$ cat src/rtl/mips_pkg.sv
// Shared MIPS datapath definitions: multiplier FSM states, iteration
// constants and the carry helper used by the sequential multiplier.
package mips_pkg;

  typedef enum logic [1:0] {
    IDLE = 2'd0,
    RUN  = 2'd1,
    DONE = 2'd2
  } mul_state_t;

  localparam int MUL_ITERS = 32;
  localparam int MUL_CNT_W = 5;
  localparam logic [MUL_CNT_W-1:0] MUL_LAST = MUL_CNT_W'(MUL_ITERS - 1);

  // Carry out of a wrapping 32-bit add: the sum is smaller than an operand.
  function automatic logic carry_out(input logic [31:0] sum,
                                     input logic [31:0] opa);
    return (sum < opa);
  endfunction

endpackage

$ cat src/rtl/adder.sv
// Shared 32-bit combinational adder; the carry is not exported.
module adder (
  input  logic [31:0] a,
  input  logic [31:0] b,
  output logic [31:0] out
);

  assign out = a + b;

endmodule

$ cat src/rtl/multu_seq.sv
// Sequential 32x32 unsigned shift-and-add multiplier for MULTU; the product
// is built in {hi,lo} over 32 iterations through one shared adder.
module multu_seq
  import mips_pkg::*;
(
  input  logic        clk,
  input  logic        reset,
  input  logic        start,
  input  logic [31:0] a,
  input  logic [31:0] b,
  output logic        busy,
  output logic        done,
  output logic [31:0] hi,
  output logic [31:0] lo
);

  mul_state_t           state;
  mul_state_t           state_nx;
  logic [MUL_CNT_W-1:0] count;
  logic [31:0]          mcand;
  logic [31:0]          sum;
  logic                 carry;
  logic                 accept;
  logic                 last_iter;

  adder u_adder (
    .a  (hi),
    .b  (mcand),
    .out(sum)
  );

  assign carry     = carry_out(sum, hi);
  assign accept    = start && ((state == IDLE) || (state == DONE));
  assign last_iter = (state == RUN) && (count == MUL_LAST);
  assign busy      = (state == RUN);

  always_ff @(posedge clk) begin
    if (reset) begin
      state <= IDLE;
    end else begin
      state <= state_nx;
    end
  end

  always_comb begin
    state_nx = state;
    case (state)
      IDLE:    if (start) state_nx = RUN;
      RUN:     if (count == MUL_LAST) state_nx = DONE;
      DONE:    state_nx = start ? RUN : IDLE;
      default: state_nx = IDLE;
    endcase
  end

  // Datapath: operand capture on accept, one shift-and-add step per RUN edge.
  always_ff @(posedge clk) begin
    if (reset) begin
      count <= '0;
      mcand <= '0;
      hi    <= '0;
      lo    <= '0;
      done  <= 1'b0;
    end else begin
      done <= last_iter;
      if (accept) begin
        mcand <= a;
        lo    <= b;
        hi    <= '0;
        count <= '0;
      end else if (state == RUN) begin
        if (lo[0]) begin
          hi <= {carry, sum[31:1]};
          lo <= {sum[0], lo[31:1]};
        end else begin
          hi <= {1'b0, hi[31:1]};
          lo <= {hi[0], lo[31:1]};
        end
        count <= count + MUL_CNT_W'(1);
      end
    end
  end

endmodule

$ cat config.mk
export PLATFORM = sky130hd
export DESIGN_NAME = multu_seq
export DESIGN_NICKNAME = d
export VERILOG_FILES = /design/src/rtl/mips_pkg.sv /design/src/rtl/adder.sv /design/src/rtl/multu_seq.sv
export SDC_FILE = /design/constraint.sdc
export NUM_CORES = 1
export LEC_CHECK = 0
export ABC_AREA = 1
export BUFFER_PORTS_ARGS = -buffer_cell sky130_fd_sc_hd__buf_2
export CAP_MARGIN = 20
export CORE_ASPECT_RATIO = 1.1
export CORE_MARGIN = 4
export CORE_UTILIZATION = 57
export DETAILED_ROUTE_END_ITERATION = 7
export HOLD_SLACK_MARGIN = 0.15
export PLACE_DENSITY_LB_ADDON = 0.2
export SYNTH_ARGS = -nofsm -noshare
export SYNTH_HDL_FRONTEND = slang
export SYNTH_SLANG_ARGS = --single-unit
$ cat constraint.sdc
create_clock -name clk -period 3.1 [get_ports clk]
set_input_delay 0.465 -clock clk [delete_from_list [all_inputs] [get_ports clk]]
set_output_delay 0.465 -clock clk [all_outputs]
set_load 0.02 [all_outputs]
After elaboration in Yosys (flattened, before gate mapping)
Cells that the tools add are included.

$add $sub $neg: 2. Order comparisons: 1. Eq/ne operators: 5. Multiplexer cells: 8. Reductions and logical operators: 7.

Operators with widths (number): 2-to-1 mux 32 bit (4); adder 32 bit (1); < comparator 32 bit (1); case mux 2 bit (3 select lines) (1); adder 5 x 1 -> 5 bit, second input constant (1); equality test 5 bit, second input constant (1); 2-to-1 mux 2 bit (2); equality test 2 x 1 -> 1 bit, second input constant (1); equality test 2 bit, second input constant (1); logical AND 1 bit (2); zero test 2 bit (1); != test 2 x 1 -> 1 bit, second input constant (1); != test 2 bit, second input constant (1); AND reduction 2 bit (1); nonzero test 2 bit (1); OR reduction 2 bit (1); logical OR 1 bit (1); 2-to-1 mux 1 bit (1).

Register bits: 104. Bits of input ports: 67. Output and inout bits: 66. Word-level logic and storage cells: 29.

Logic depth before layout (Yosys ltp)
Depth after elaboration: 4. Depth in mapped cells: 22. Depth with buffers taken out: 22.

Cells and area by module
Synthesis repeated with hierarchy kept, for this count alone.

Cells, all modules: 1127. Area, all modules: 7314.5 um2.

Modules (own cells, without submodules): multu_seq (times used 1, cells each 633, area each 4929.7 um2, seq. area each 2082.0 um2); adder (times used 1, cells each 494, area each 2384.8 um2, seq. area each 0.0 um2).

Worst setup path after synthesis
OpenSTA, ideal clock, no wires.

Path type: register to register. From: register hi[0]. To: register hi[31]. Library setup time: 0.120 ns. Arrival: 2.816 ns. Data required time: 2.980 ns. Setup slack: 0.165 ns. Cell stages (with the launch flop): 21. Buffers on the path: 0. Cell sequence: dfxtp_1 -> ha_1 -> inv_1 -> fa_1 -> inv_1 -> nand3_1 -> nand2_4 -> nand2_2 -> nand2_2 -> nand2_1 -> nand2_2 -> nand2_2 -> nand3_1 -> nand2_1 -> ha_1 -> nand2_1 -> nor4_1 -> and3_1 -> nand2_1 -> nand4_1 -> a21oi_1.

Longest elaborated chain between the ends: 3.

Ends and longest elaborated chain: from (decl) (line multu_seq.sv:13) `output logic [31:0] hi,`; from (signal assigned) (line multu_seq.sv:72) `hi <= {carry, sum[31:1]};`; from (signal assigned) (line multu_seq.sv:75) `hi <= {1'b0, hi[31:1]};`; adder 32 bit (line adder.sv:8) `assign out = a + b;`; < comparator 32 bit (*) (line mips_pkg.sv:18) `return (sum < opa);`; 2-to-1 mux 32 bit (*) (line multu_seq.sv:71) `if (lo[0]) begin`.

Mark *: on every way between the ends. The rest lies on a longest branch, timed or not. A chain may end at the register's enable or synchronous reset.

Final worst setup path
From: register hi[3]. To: register hi[31].

The elaborated chain is that of the path after synthesis.

==> impl_metrics.csv <==
group,metric,value,unit
run_status,status,"finished, final reports clean",
global_routing,grt_util_met3,5.725,%
critical_path,worstReg2RegStart,"hi[3]",
cts,cts_buffers,9,
critical_path,cp-startpoint,"hi[3]",
detailed_routing,wirelength,19.75,mm
logic_synthesis,yosys-top-cells-count,"nand2_1 (414), inv_1 (180), nor2_1 (112), dfxtp_1 (104), a21oi_1 (96)",
cts,cts.sinks,104,
logic_synthesis,ys_ff_latch,104,
cts,cts_tree,"built",
global_routing,grt_util_met1,33.50,%
logic_synthesis,yosysSeqAreaShare,28.43,%
detailed_routing,via_per_inst,5.144,
cts,cts_root_buf,"clkbuf_16",
cts,clockBufferDepth,2,
pwr,power.leakage,4.399,nW
logic_synthesis,synth_edf_count,0,
cts,h-tree-depth,3,
cells_and_area,multi_input_area,4448,sq um
detailed_routing,wl_per_cell,13.40,um
pwr,pwr-share-comb,23.6,%
logic_synthesis,syn_nets,1329,
pwr,power_density,400.4,nW/um^2
logic_synthesis,yosys.area.top_type,"dfxtp_1",
timing,post-route-min-period,2.885,ns
die,die-area,14730,sq um
global_routing,grt_remaining_overflow,0,
cts,insertion_delay,0.36,ns
global_routing,grt_start_max_net_pins,63,
detailed_routing,drt_iter0_drc,371,
placement,routabilityCongestion,0.9776,
pwr,p_clk_share,33.0,%
cells_and_area,post-route-util,67.17,%
logic_synthesis,synth_top_area_share,28.43,%
critical_path,rr_worst_depth,17,
logic_synthesis,synth-async-reset-ratio,0,%
run,drv_cap,0,
logic_synthesis,ys_warn_count,0,
critical_path,cp_max_fo,5,
logic_synthesis,syn-instance-count,1196,
cells_and_area,final-seq-area,2083,sq um
cts,hold_buffers,0,
pwr,max-vdd-ir-drop,313.2,uV
detailed_routing,drtPass1Iterations,7,
logic_synthesis,ys_types,36,
global_routing,met2_usage,46.56,%
cells_and_area,antenna_cells,0,
critical_path,required,3.35,ns
global_routing,grt_pass1_vias,7152,
die,fp.dieW,116.1,um
critical_path,rrSetupSlack,0.22,ns
timing,rsz0062_at_grt,"false",
global_routing,track_usage,27.21,%
critical_path,cp-start-kind,"flop",
critical_path,end_kind,"flop",
logic_synthesis,avgSynthCellArea,6.123,sq um
pwr,switching_share,32.72,%
timing,setup_tns,0,ns
logic_synthesis,synth_top_flop_cell,"dfxtp_1",
timing,skew,0.009940,ns
critical_path,critPathArrivalTime,3.13,ns
hold_path,hold_path.class,"in -> reg",
logic_synthesis,synthTopCellsByArea,"dfxtp_1 (28%), nand2_1 (21%), ha_1 (11%)",
pwr,p_int,2.278,mW
timing,worst_pin_slew,0.9275,ns
timing,finalHoldViolCount,0,
cts,clkTransAtPathRegs,0.08,ns
die,start_util,58.17,%
cells_and_area,final.fill_count,1205,
logic_synthesis,syn_area,7323,sq um
timing,min_period_over_period,93.06,%
die,rows,43,
die,coreArea,12590,sq um
die,io_pins,133,
critical_path,crit_end,"hi[31]",
global_routing,antenna_found_initial,0,
die,die_y,126.9,um
cells_and_area,area_growth,15.48,%
critical_path,worstReg2RegEnd,"hi[31]",
timing,drv_slew,0,
critical_path,critPathKind,"reg -> reg",
placement,hpwl,14.98,mm
detailed_routing,vias,7577,
global_routing,grt_pass1_wl,32.71,mm
logic_synthesis,synth.most_common_cell,"nand2_1",
detailed_routing,drc,0,
detailed_routing,antenna_left,0,
cells_and_area,final_nets,1444,
timing,slew_headroom,38.10,%
pwr,pwr-share-seq,43.4,%
timing,setup_viol,0,
global_routing,grt-busiest-layer,"met2",
cells_and_area,drive_above_1_share,15.05,%
pwr,switchingPower,1.108,mW
placement,io_buffers,132,
timing,max_freq,346.7,MHz
[area by class of cell]
type	count	area share, %
tap	157	2.323
sequential	104	24.63
multi-input combinational	867	52.60
inverter	185	8.211
clock buffer	11	2.870
clock inverter	5	0.4882
timing repair buffer	144	8.877
[through the flow]
| stage | hold slack [ns] | std cells | instance area (sq um) | setup slack (ns) | power [mW] |
|---|---|---|---|---|---|
| 6_report | 0.3530 | 1473 | 8457 | 0.2153 | 3.386 |
| 5_1_grt | 0.3618 | 1473 | 8457 | 0.004803 | 3.557 |
| 4_1_cts | 0.3456 | 1470 | 8376 | 0.02862 | 3.385 |
| 3_5_place_dp | 0.4762 | 1454 | 8092 | 0.03432 | 2.275 |
| 3_3_place_gp | 0.4560 | 1454 | 8092 | 0.1354 | 2.262 |
| 2_1_floorplan | 0.4448 | 1196 | 7323 | 0.1646 | 2.039 |
[cells in the final DEF (no fill, tap or decap), drive strengths merged, types with 2 or more instances in the layout]
cell,n
a21o,3
a21oi,99
a221oi,4
a31oi,31
buf,144
clkbuf,11
clkinv,4
dfxtp,104
ha,65
inv,185
nand2,425
nand3,42
nand4,5
nor2,115
nor3,4
o21ai,48
o21bai,2
xnor2,9
xor2,7
[flip-flops by register name, summed over array words and instances, names as in the netlist]
name / flops
hi: 32
lo: 32
mcand: 32
count: 5
state: 2
done: 1
[worst max-delay path, stage by stage, from the launching register on]
cell and delay, ns:
dfxtp_1 0.35, ha_1 0.42, nand2_2 0.11, nor2_1 0.11, nand2_1 0.07, nand3_2 0.11
nand2_1 0.08, nand2_2 0.12, nand2_1 0.13, nand3_1 0.14, nand2_1 0.08, ha_1 0.31
nand2_1 0.09, nor4_4 0.29, and3_1 0.18, nand2_1 0.06, nand4_1 0.07, a21oi_1 0.06
[kinds of logic after synthesis]
| family | after synthesis | share of synthesized area (%) |
|---|---|---|
| simple gates | 595 | 32.36 |
| xor+xnor | 16 | 1.914 |
| compound gates | 190 | 14.27 |
| fa+ha+maj | 66 | 11.38 |
| flops | 104 | 28.43 |
| buf+inv | 225 | 11.65 |
[power groups by stage]
| stage | sequential (mW) | clock (mW) | combinational [mW] |
|---|---|---|---|
| floorplan | 1.54 | 0 | 0.502 |
| CTS | 1.47 | 1.13 | 0.781 |
| global placement | 1.50 | 0 | 0.764 |
| detailed placement | 1.50 | 0 | 0.776 |
| finish | 1.47 | 1.12 | 0.799 |
| global route | 1.48 | 1.18 | 0.900 |
[timing repair]
item,4_1_cts,5_1_grt
gates resized for setup,0,14
endpoints found under the hold margin,0,0
buffers inserted,0,3
endpoints found under the setup margin,0,1
[per-layer routing]
metal  vias to the layer above  routed length, um
met1                      3333               8520
met3                        37               1342
met4                         0                546
met5                         -                  0
li1                       3978                  -
met2                       229               9336
[worst min path at each step]
stage,start,endpoint,cells after the start
5_1_grt,a[9],mcand[9],3
6_report,a[26],mcand[26],3
4_1_cts,a[26],mcand[26],3
3_5_place_dp,count[4],count[4],2
2_1_floorplan,count[3],count[3],2
3_3_place_gp,count[4],count[4],2
No activity file was read; power rests on OpenSTA's default activity.
